[src/rtl/multicycle_ctrl.sv]
// Multi-cycle CPU control FSM: IF/ID/EXE/MEM/WB sequencing with a MemReq/MemRdy wait timeout.
// Optional macro CTRL_TRAP_EN: an undefined instruction halts in TRAP instead of acting as a NOP.
module multicycle_ctrl #(
   parameter int WAIT_LIMIT = 255,
   parameter int CNT_W      = 8
) (
   input  logic       i_Clk,
   input  logic       i_Clrn,
   input  logic [5:0] i_Op,
   input  logic [5:0] i_Func,
   input  logic       i_Z,
   input  logic       i_MemRdy,
   output logic       o_MemReq,
   output logic       o_Iord,
   output logic       o_Wir,
   output logic       o_Wpc,
   output logic [1:0] o_Pcsrc,
   output logic       o_Se,
   output logic       o_Alusrca,
   output logic [1:0] o_Alusrcb,
   output logic [3:0] o_Aluc,
   output logic       o_Wreg,
   output logic       o_Regrt,
   output logic       o_M2reg,
   output logic       o_Jal,
   output logic       o_Wmem,
   output logic       o_MemErr,
   output logic       o_Trap,
   output logic [2:0] o_State
);

   typedef enum logic [2:0] {
      S_IF   = 3'd0,
      S_ID   = 3'd1,
      S_EXE  = 3'd2,
      S_MEM  = 3'd3,
      S_WB   = 3'd4,
      S_TRAP = 3'd5
   } state_t;

   localparam logic [3:0] ALU_ADD = 4'd0, ALU_SUB = 4'd1, ALU_AND = 4'd2, ALU_OR  = 4'd3,
                          ALU_XOR = 4'd4, ALU_LUI = 4'd5, ALU_SLL = 4'd6, ALU_SRL = 4'd7,
                          ALU_SRA = 4'd8;

   state_t           r_state;
   state_t           w_next;
   logic [CNT_W-1:0] r_waitCnt;

   logic w_isR, w_isJ, w_isJal, w_isJr, w_isBeq, w_isBne, w_isLw, w_isSw, w_isIalu;
   logic w_rAluOk, w_legal, w_se, w_memState, w_timeout;
   logic [3:0] w_rAluc, w_iAluc;

   assign w_isR   = (i_Op == 6'b000000);
   assign w_isJ   = (i_Op == 6'b000010);
   assign w_isJal = (i_Op == 6'b000011);
   assign w_isBeq = (i_Op == 6'b000100);
   assign w_isBne = (i_Op == 6'b000101);
   assign w_isLw  = (i_Op == 6'b100011);
   assign w_isSw  = (i_Op == 6'b101011);
   assign w_isJr  = w_isR && (i_Func == 6'b001000);
   assign w_se    = w_isBeq | w_isBne | w_isLw | w_isSw |
                    (i_Op == 6'b001000) | (i_Op == 6'b001001);
   assign w_legal = w_isJ | w_isJal | w_isJr | w_isBeq | w_isBne | w_isLw | w_isSw |
                    w_isIalu | (w_isR & w_rAluOk);

   // ALU operation decode for R-type (by Func) and I-type (by Op)
   always_comb begin
      w_rAluOk = 1'b1;
      w_rAluc  = ALU_ADD;
      case (i_Func)
         6'b100000, 6'b100001: w_rAluc = ALU_ADD;
         6'b100010, 6'b100011: w_rAluc = ALU_SUB;
         6'b100100:            w_rAluc = ALU_AND;
         6'b100101:            w_rAluc = ALU_OR;
         6'b100110:            w_rAluc = ALU_XOR;
         6'b000000:            w_rAluc = ALU_SLL;
         6'b000010:            w_rAluc = ALU_SRL;
         6'b000011:            w_rAluc = ALU_SRA;
         default:              w_rAluOk = 1'b0;
      endcase
      w_isIalu = 1'b1;
      w_iAluc  = ALU_ADD;
      case (i_Op)
         6'b001000, 6'b001001: w_iAluc = ALU_ADD;
         6'b001100:            w_iAluc = ALU_AND;
         6'b001101:            w_iAluc = ALU_OR;
         6'b001110:            w_iAluc = ALU_XOR;
         6'b001111:            w_iAluc = ALU_LUI;
         default:              w_isIalu = 1'b0;
      endcase
   end

   assign w_memState = (r_state == S_IF) || (r_state == S_MEM);
   assign w_timeout  = (WAIT_LIMIT != 0) && w_memState && !i_MemRdy &&
                       (r_waitCnt == CNT_W'(WAIT_LIMIT));

   // Mealy outputs and next state; a timeout suppresses every strobe and refetches
   always_comb begin
      w_next    = r_state;
      o_State   = r_state;
      o_Se      = w_se;
      o_MemReq  = 1'b0;
      o_Iord    = 1'b0;
      o_Wir     = 1'b0;
      o_Wpc     = 1'b0;
      o_Pcsrc   = 2'd0;
      o_Alusrca = 1'b0;
      o_Alusrcb = 2'd0;
      o_Aluc    = ALU_ADD;
      o_Wreg    = 1'b0;
      o_Regrt   = 1'b0;
      o_M2reg   = 1'b0;
      o_Jal     = 1'b0;
      o_Wmem    = 1'b0;
      o_MemErr  = 1'b0;
      o_Trap    = 1'b0;
      case (r_state)
         S_IF: begin
            if (w_timeout) begin
               o_MemErr = 1'b1;
               w_next   = S_IF;
            end else begin
               o_MemReq  = 1'b1;
               o_Alusrcb = 2'd1;
               if (i_MemRdy) begin
                  o_Wir  = 1'b1;
                  o_Wpc  = 1'b1;
                  w_next = S_ID;
               end
            end
         end
         S_ID: begin
            o_Alusrcb = 2'd3;
            if (w_isJ || w_isJal) begin
               o_Wpc   = 1'b1;
               o_Pcsrc = 2'd3;
               o_Wreg  = w_isJal;
               o_Jal   = w_isJal;
               w_next  = S_IF;
            end else if (w_isJr) begin
               o_Wpc   = 1'b1;
               o_Pcsrc = 2'd2;
               w_next  = S_IF;
            end else if (w_legal) begin
               w_next = S_EXE;
            end else begin
`ifdef CTRL_TRAP_EN
               w_next = S_TRAP;
`else
               w_next = S_IF;
`endif
            end
         end
         S_EXE: begin
            o_Alusrca = 1'b1;
            if (w_isBeq || w_isBne) begin
               o_Aluc  = ALU_SUB;
               o_Wpc   = w_isBeq ? i_Z : ~i_Z;
               o_Pcsrc = 2'd1;
               w_next  = S_IF;
            end else if (w_isLw || w_isSw) begin
               o_Alusrcb = 2'd2;
               w_next    = S_MEM;
            end else if (w_isR) begin
               o_Aluc = w_rAluc;
               w_next = S_WB;
            end else begin
               o_Alusrcb = 2'd2;
               o_Aluc    = w_iAluc;
               w_next    = S_WB;
            end
         end
         S_MEM: begin
            if (w_timeout) begin
               o_MemErr = 1'b1;
               w_next   = S_IF;
            end else begin
               o_MemReq = 1'b1;
               o_Iord   = 1'b1;
               if (i_MemRdy) begin
                  o_Wmem = w_isSw;
                  w_next = w_isSw ? S_IF : S_WB;
               end
            end
         end
         S_WB: begin
            o_Wreg  = 1'b1;
            o_Regrt = w_isIalu | w_isLw;
            o_M2reg = w_isLw;
            w_next  = S_IF;
         end
         S_TRAP: begin
`ifdef CTRL_TRAP_EN
            o_Trap = 1'b1;
            w_next = S_TRAP;
`else
            w_next = S_IF;
`endif
         end
         default: w_next = S_IF;
      endcase
      if (!i_Clrn) begin
         o_State   = 3'd0;
         o_Se      = 1'b0;
         o_MemReq  = 1'b0;
         o_Iord    = 1'b0;
         o_Wir     = 1'b0;
         o_Wpc     = 1'b0;
         o_Pcsrc   = 2'd0;
         o_Alusrca = 1'b0;
         o_Alusrcb = 2'd0;
         o_Aluc    = 4'd0;
         o_Wreg    = 1'b0;
         o_Regrt   = 1'b0;
         o_M2reg   = 1'b0;
         o_Jal     = 1'b0;
         o_Wmem    = 1'b0;
         o_MemErr  = 1'b0;
         o_Trap    = 1'b0;
      end
   end

   // State register and wait counter; the counter restarts whenever an access ends
   always_ff @(posedge i_Clk) begin
      if (!i_Clrn) begin
         r_state   <= S_IF;
         r_waitCnt <= '0;
      end else begin
         r_state <= w_next;
         if ((w_next != r_state) || w_timeout)
            r_waitCnt <= '0;
         else if (w_memState && !i_MemRdy)
            r_waitCnt <= r_waitCnt + 1'b1;
      end
   end

endmodule

[config.mk]
export PLATFORM = sky130hd
export DESIGN_NAME = multicycle_ctrl
export DESIGN_NICKNAME = d
export VERILOG_FILES = /design/src/rtl/multicycle_ctrl.sv
export SDC_FILE = /design/constraint.sdc
export NUM_CORES = 1
export LEC_CHECK = 0
export CORE_MARGIN = 8
export CORE_UTILIZATION = 34
export DETAILED_ROUTE_END_ITERATION = 6
export DONT_BUFFER_PORTS = 1
export PLACE_DENSITY_LB_ADDON = 0.15
export SETUP_SLACK_MARGIN = 0.4
export SLEW_MARGIN = 10
export SYNTH_ARGS = -nofsm -noshare
export SYNTH_HDL_FRONTEND = slang
export SYNTH_SLANG_ARGS = --single-unit
[constraint.sdc]
create_clock -name i_Clk -period 2.5 [get_ports i_Clk]
set_input_delay 0.375 -clock i_Clk [delete_from_list [all_inputs] [get_ports i_Clk]]
set_output_delay 0.375 -clock i_Clk [all_outputs]
set_load 0.05 [all_outputs]
; After elaboration in Yosys (flattened, before gate mapping)
; Cells that the tools add are included.
; Widths: inputs -> output; s select.
[classes]
add_sub_neg = 1
multipliers = 0
div = 0
n_lt_le_gt_ge = 0
n_eq_ne = 28
n_shift = 0
muxes = 66
bitwise = 17
reduce_logical = 17
[ops]
columns = operator, n
row1 = $eq 6x6->1 const B, 9
row2 = $eq 6x4->1 const B, 7
row3 = $mux 1, 36
row4 = $pmux 4 s7, 1
row5 = $eq 6x2->1 const B, 4
row6 = $mux 3, 8
row7 = $pmux 3 s4, 2
row8 = $mux 2, 10
row9 = $mux 4, 5
row10 = $or 1x1->1, 14
row11 = $eq 6x3->1 const B, 2
row12 = $logic_not 6->1, 2
row13 = $reduce_or 10->1, 1
row14 = $add 8x1->8 const B, 1
row15 = $eq 8x8->1 const B, 1
row16 = $eq 3x2->1 const B, 2
row17 = $pmux 2 s3, 1
row18 = $reduce_or 2->1, 3
row19 = $reduce_or 6->1, 1
row20 = $logic_or 1x1->1, 5
row21 = $pmux 2 s2, 1
row22 = $eq 3x1->1 const B, 1
row23 = $eq 3x3->1 const B, 1
row24 = $logic_and 1x1->1, 3
row25 = 7 further kinds, 8
[totals]
ff_bits = 11
latch_bits = 0
ramBits = 0
romBits = 0
inputBits = 16
output_inout_bits = 24
elab_cells = 131
memories = 0

; Longest topological paths before layout
; Gate-level depths: netlist (run 1).
[depth]
depth_word = 16
depth_mapped = 7
mapped_depth_nobuf = 6

; Worst setup path before layout (run 1)
; No wires, ideal clock.
[synth_path]
path_type = input port to output port
start = in i_Op[4]
end = out o_Wreg
arrival_ns = 2.923
required_ns = 2.125
setup_slack_ns = -0.798
cell_stages = 4
path_buffers = 1
path_cell_list = buf_6 > or2_4 > nor4_1 > nand2b_1
[synth_via]
elab_chain_cells = 5
elab_cells_between_ends = 6
classes_between = eq/ne: 2 / mux: 3 / reduce/logical: 1
[synth_rtl]
columns = element, line
row1 = "start, declared", 9  ; input logic [5:0] i_Op,
row2 = $eq 6x2->1 (on tied branches), "54, 55"
row3 = $logic_or 1x1->1, 134  ; if (w_isJ || w_isJal) begin
row4 = $mux 1 *, 134
row5 = $pmux 1 s2 *, 117  ; case (r_state)
row6 = $mux 1 *, 202  ; if (!i_Clrn) begin
row7 = "end, declared", 22  ; output logic o_Wreg,
; Every way passes the cells marked *; elsewhere a longest branch is shown, timed or not.

; Worst setup path after layout (run 1)
[layout_path]
start = reg r_state[0]
end = out o_Alusrcb[0]
[layout_via]
elab_chain_cells = 7
elab_cells_between_ends = 10
classes_between = eq/ne: 3 / mux: 3 / reduce/logical: 4
[layout_rtl]
columns = element, line
row1 = "start, declared", 45  ; state_t r_state;
row2 = "start signal, assigned", 229  ; r_state <= w_next;
row3 = $eq 3x2->1 / $logic_not 3->1 (equally long branches), "93, 117"
row4 = $logic_or 1x1->1, 93  ; assign w_memState = (r_state == S_IF) || (r_state == S_MEM);
row5 = $logic_and 1x1->1 (2 in series), 94  ; assign w_timeout = (WAIT_LIMIT != 0) && w_memState && !i_MemRdy &&
row6 = $mux 1, 119  ; if (w_timeout) begin
row7 = $pmux 2 s3 *, 117
row8 = $mux 2 *, 202
row9 = "end, declared", 20  ; output logic [1:0] o_Alusrcb,
; Marked as above.

==> run_results.csv, run 1 <==
group,metric,value,unit
die,core,3630,um2
setup_path,required,2120,ps
grt,met1_usage,14.2,%
synth,async_flop_share,0,%
synth,synth_common_cells,"nor2_1 (18), nor4_1 (13), dfxtp_1 (11)",
cts,h-tree-depth,1,
die,rows,22,
synth,synth_area_leaders,"dfxtp_1 (17%), nor4_1 (6.4%), nor2_1 (5.3%), and4_1 (3.4%), xnor2_1 (3.4%)",
pwr,power_frac_clock,36.3,%
setup_path,max_stage_delay,440,ps
cts,clockRootBuffer,"clkbuf_8",
die,die_x,77.1,um
setup_path,critPathLaunchType,"flip-flop",
pwr,netSwitchingFraction,35.0,%
place,place.gp.congestion,0.826,
detailed_routing,avgViaCountPerCell,5.89,
pwr,powerDensity,289,nW/um2
cts,cts_tree,"built",
finish,multi_input_area,1160,um2
timing,setup_violations,0,
cts,clk_pin_slew,60,ps
finish,fillers,361,
timing,holdWs,377,ps
place,placed_area,1560,um2
die,dieArea,5950,um2
grt,grt_overflow,0,
grt,antenna_found_initial,0,
timing,fin_setup_tns,0,ps
setup_path,worstSetupPathType,"reg2out",
synth,syn_inst,166,
synth,synth-simple-area-share,42.4,%
synth,ys_warn_count,0,
grt,grt_pass1_vias,1403,
setup_path,arrival,1680,ps
pwr,p_comb_share,29.1,%
hold_path,hp-class,"in2reg",
timing,period_needed,2050,ps
timing,hold_violations,0,
grt,grt_max_degree,14,
cts,clock_path_buffers,2,
detailed_routing,dr_total_vias,1402,
synth,yosysMostFrequentCell,"nor2_1",
finish,num_antenna_cells,0,
finish,syn2layout_area_growth,43.3,%
setup_path,cp_num_buf_inv,2,
place,post-dp-hpwl,3150,um
timing,clock.fmax,487,MHz
pwr,seqPwrFrac,34.7,%
cts,clkLatencyLatePin,250,ps
timing,worst_pin_slew,544,ps
cts,cts_buffers,3,
timing,fin_skew,2.11,ps
synth,seq_area_frac_synth,17.3,%
grt,grtUsageMet3,4.20,%
detailed_routing,wl_per_cell,18.2,um
place,portBuffers,0,
grt,busiest_layer,"met2",
finish,finalNonFillerCells,238,
flow_run,max_cap_violations,0,
timing,finalWorstSetupSlack,448,ps
setup_path,crit_top_cell,"buf_4",
setup_path,path_max_fanout,11,
setup_path,cp_top_family,"flip-flops",
detailed_routing,drc,0,
synth,synth_area_leader_cell,"dfxtp_1",
grt,grt_usage,13.5,%
timing,rsz0062_at_grt,"true",
synth,synth_ff_type,"dfxtp_1",
synth,ys_ff_latch,11,
grt,grt_util_met2,23.5,%
synth,syn_nets,183,
synth,synth_xor_area_share,6.90,%
synth,synthMuxAreaShare,0.788,%
pwr,vdd_drop_max,0.000134,V
setup_path,endpoint_kind,"output port",
pwr,p_switching,0.184,mW
finish,seqCellArea,239,um2
synth,synthDistinctLibCells,57,
timing,slew_headroom,63.6,%
place,place_ws,142,ps
finish,fin_nets,208,
die,ioPinCount,40,
grt,grt_first_pass_wirelength,6650,um
detailed_routing,drt_iter0_drc,144,
synth,synth.top_cell.area_share,17.3,%
synth,synth_compound_area_share,21.4,%
detailed_routing,drtAntennaViolNets,0,
pwr,p_leak,0.648,nW
place,numPlacedInstances,223,
synth,synth_top_family_by_area,"simple AND/OR/NAND/NOR gates",
detailed_routing,drt_wl_total,4330,um
synth,synth-edff-count,0,
detailed_routing,drt-pass1-iter-count,5,
synth,avgSynthCellArea,7.65,um2
setup_path,cp_slowest_cell,"dfxtp_4",
die,die_y,77.1,um
timing,report.final.slew_viol_count,0,
run_status,status,"completed",
cts,clock_sinks,11,
synth,synth_adder_area_share,0.985,%
pwr,internal-power,0.342,mW
synth,syn_area,1270,um2
finish,layout-drive-gt1-share,43.7,%
timing,fin_crit_sh,82.1,%
die,initial_core_util,35.0,%
finish,final_area,1820,um2
setup_path,crit_path_cell_trace,"xor2_2 > nor4_2 > buf_4 > a211oi_2 > buf_4",
timing repair:
action | 4_1_cts | 5_1_grt
setup endpoints to repair | 11 | 9
buffers inserted | 5 | 6
gates resized for setup | 21 | 11
pin swaps | 4 | 4
hold buffers | 0 | 0
layout make-up:
class,instances,area share [%]
Sequential cell,11,13.1
Clock inverter,1,0.275
Clock buffer,3,2.27
Timing Repair Buffer,30,15.1
Multi-Input combinational cell,135,63.7
Inverter,10,2.27
Tap cell,48,3.30
flip-flops by register name (all words and copies together), names as in the netlist:
signal,count
r_state,3
r_waitCnt,8
stage by stage:
step	power [mW]	util [%]
after floorplan	0.312	-
after global placement	0.319	43.0
after detailed placement	0.321	43.0
after global routing	0.541	50.1
after CTS	0.516	47.5
final	0.525	50.1
worst paths after layout:
| kind | from | slack [ps] | cells after the start | end |
|---|---|---|---|---|
| max | r_state[0]$_SDFF_PN0_ | 450 | 5 | o_Alusrcb[0] |
| min | i_MemRdy | 380 | 2 | r_state[0]$_SDFF_PN0_ |
| max reg2reg | r_waitCnt[0]$_SDFFE_PP0P_ | 510 | 8 | r_waitCnt[2]$_SDFFE_PP0P_ |
| min reg2reg | r_waitCnt[1]$_SDFFE_PP0P_ | 570 | 2 | r_waitCnt[1]$_SDFFE_PP0P_ |
cell usage in the layout, fill, tap and decap left out, drive strengths merged, types with 3 or more instances in the layout:
master,count
buf,30
clkbuf,3
nand2,10
xnor2,5
nor4,15
nor3,7
a211oi,5
dfxtp,11
nand2b,5
o21ai,4
a21oi,5
nor2b,3
xor2,5
and4,5
inv,9
nand3,6
and2,5
nor2,18
nand4,4
metal layers:
layer / part of all wire [%] / vias to the layer above
li1: - / 670
met1: 42 / 665
met2: 48 / 56
met3: 7.9 / 11
met4: 2.0 / 0
met5: 0 / -
power groups by stage:
stage | clock, mW | combinational [mW] | sequential, mW
floorplan | 0 | 0.129 | 0.183
global placement | 0 | 0.132 | 0.187
detailed placement | 0 | 0.134 | 0.187
CTS | 0.188 | 0.146 | 0.182
global route | 0.196 | 0.163 | 0.183
finish | 0.191 | 0.153 | 0.182
cells by family after synthesis:
group / Yosys count
xor gates and xnor gates: 10
muxes: 1
buffers and inverters: 20
other: 1
DFF: 11
adders and majority gates: 1
and+or+nand+nor: 90
AOI/OAI and AO/OA: 32
(Power assumes the default switching activity.)
==> run 2, diff against run 1 <==
==> constraint.sdc (replaced) <==
create_clock -name i_Clk -period 1.8 [get_ports i_Clk]
set_input_delay 0.27 -clock i_Clk [delete_from_list [all_inputs] [get_ports i_Clk]]
set_output_delay 0.27 -clock i_Clk [all_outputs]
set_load 0.05 [all_outputs]
==> run_results.csv, run 2 (synthesized netlist as in run 1, its figures left out) <==
group,metric,value,unit
cts,clockRootBuffer,"clkbuf_8",
grt,grt_pass1_vias,1625,
setup_path,required,1530,ps
setup_path,max_stage_delay,380,ps
setup_path,endpoint_kind,"output port",
cts,h-tree-depth,1,
timing,setup_violations,17,
cts,clock_sinks,11,
place,portBuffers,0,
finish,syn2layout_area_growth,92.0,%
detailed_routing,dr_total_vias,1495,
grt,grt_overflow,0,
setup_path,arrival,1600,ps
finish,fin_nets,235,
finish,final_common_cell,"buf_4",
finish,layout-drive-gt1-share,62.2,%
setup_path,cp_slowest_cell,"dfxtp_4",
grt,antenna_found_initial,0,
pwr,p_leak,0.874,nW
setup_path,crit_path_cell_trace,"clkinv_4 > buf_6 > nor2_4 > nand2_4 > clkinvlp_4 > nand2_4 > nor4_4 > buf_12",
cts,clk_pin_slew,50,ps
setup_path,crit_top_cell,"nand2_4",
detailed_routing,drc,0,
cts,cts_buffers,3,
grt,grt_first_pass_wirelength,7870,um
setup_path,path_max_fanout,3,
timing,report.final.slew_viol_count,0,
die,dieArea,5950,um2
timing,worst_pin_slew,629,ps
die,die_x,77.1,um
grt,grt_usage,16.0,%
detailed_routing,avgViaCountPerCell,5.64,
detailed_routing,drt_iter0_drc,54,
finish,largest_reg_flops,8,
timing,clock.fmax,536,MHz
die,die_y,77.1,um
die,ioPinCount,40,
detailed_routing,wl_per_cell,18.8,um
detailed_routing,drt_wl_total,4980,um
cts,clkLatencyLatePin,250,ps
place,place_ws,-85.7,ps
finish,regMostFlops,"r_waitCnt",
detailed_routing,drtAntennaViolNets,0,
timing,period_needed,1870,ps
setup_path,worstSetupPathType,"reg2out",
pwr,fin_total_pwr,0.815,mW
timing,fin_skew,3.79,ps
pwr,powerDensity,334,nW/um2
timing,finalWorstSetupSlack,-65.1,ps
flow_run,max_cap_violations,0,
place,place.gp.congestion,0.830,
finish,mostFrequentLayoutCells,"buf_4 (30), buf_6 (14), nor2_1 (11)",
die,core,3630,um2
finish,final_area,2440,um2
timing,fin_crit_sh,104,%
grt,grt_max_degree,14,
place,placed_area,1890,um2
timing,rsz0062_at_grt,"true",
place,post-dp-hpwl,3390,um
timing,hold_violations,0,
run_status,violations,"setup timing",
finish,final_util,67.1,%
finish,num_antenna_cells,0,
setup_path,critPathLaunchType,"flip-flop",
detailed_routing,drt-pass1-iter-count,4,
die,rows,22,
die,initial_core_util,35.0,%
finish,reg_top3,"r_waitCnt (8), r_state (3)",
hold_path,hp-class,"in2reg",
run_status,status,"finished with violations",
cts,clock_path_buffers,2,
pwr,vdd_drop_max,0.000196,V
timing,slew_headroom,57.7,%
timing,fin_setup_tns,-464,ps
cts,cts_tree,"built",
[run 2: what timing repair did]
item                                    in CTS  in global routing
pin swaps                                   29                 11
hold buffers                                 0                  0
resized for setup                           50                 17
setup buffers                               21                  4
endpoints found under the setup margin      30                 32
[run 2: area by class of cell]
| class | count | area, um2 |
|---|---|---|
| multi-input cells | 135 | 1410 |
| fillers | 284 | 1190 |
| repair buffers | 57 | 628 |
| flip-flops and latches | 11 | 241 |
| well taps | 48 | 60.1 |
| inverters | 10 | 51.3 |
| clock buffers | 3 | 41.3 |
| clock inverters | 1 | 5.00 |
[run 2: path summary, 6_finish.rpt]
| kind | endpoint | slack (ps) | depth (start not counted) | from |
|---|---|---|---|---|
| worst min register to register | r_waitCnt[4]$_SDFFE_PP0P_ | 630 | 2 | r_waitCnt[4]$_SDFFE_PP0P_ |
| worst max-delay path | o_Aluc[3] | -70 | 8 | r_state[1]$_SDFF_PN0_ |
| worst min-delay path | r_state[0]$_SDFF_PN0_ | 280 | 3 | i_MemRdy |
| worst max register to register | r_state[1]$_SDFF_PN0_ | -30 | 9 | r_state[1]$_SDFF_PN0_ |
[run 2: where the power goes]
part	total [mW]	switching [mW]	internal [mW]	leakage, nW
Clock	0.264	0.111	0.153	0.0255
Combinational	0.302	0.174	0.128	0.755
Sequential	0.249	0.00677	0.242	0.0938
[run 2: per-stage QoR]
stage	std cells	hold slack (ps)
after floorplan	166	539
after global placement	236	495
after detailed placement	236	510
after CTS	261	248
after global routing	265	288
final	265	285
[run 2: worst max-delay path, delay by kind of cell, from the launching register on]
kind          cells  cell delay, ps
buf+inv           4             460
simple gates      4             520
flops             1             380
[run 2: layer usage]
metal	vias to the layer above	part of all wire (%)	track usage, %
li1	722	-	-
met1	740	37	15.7
met2	29	58	30.9
met3	4	4.2	4.08
met4	0	0.76	6.04
met5	-	0	0
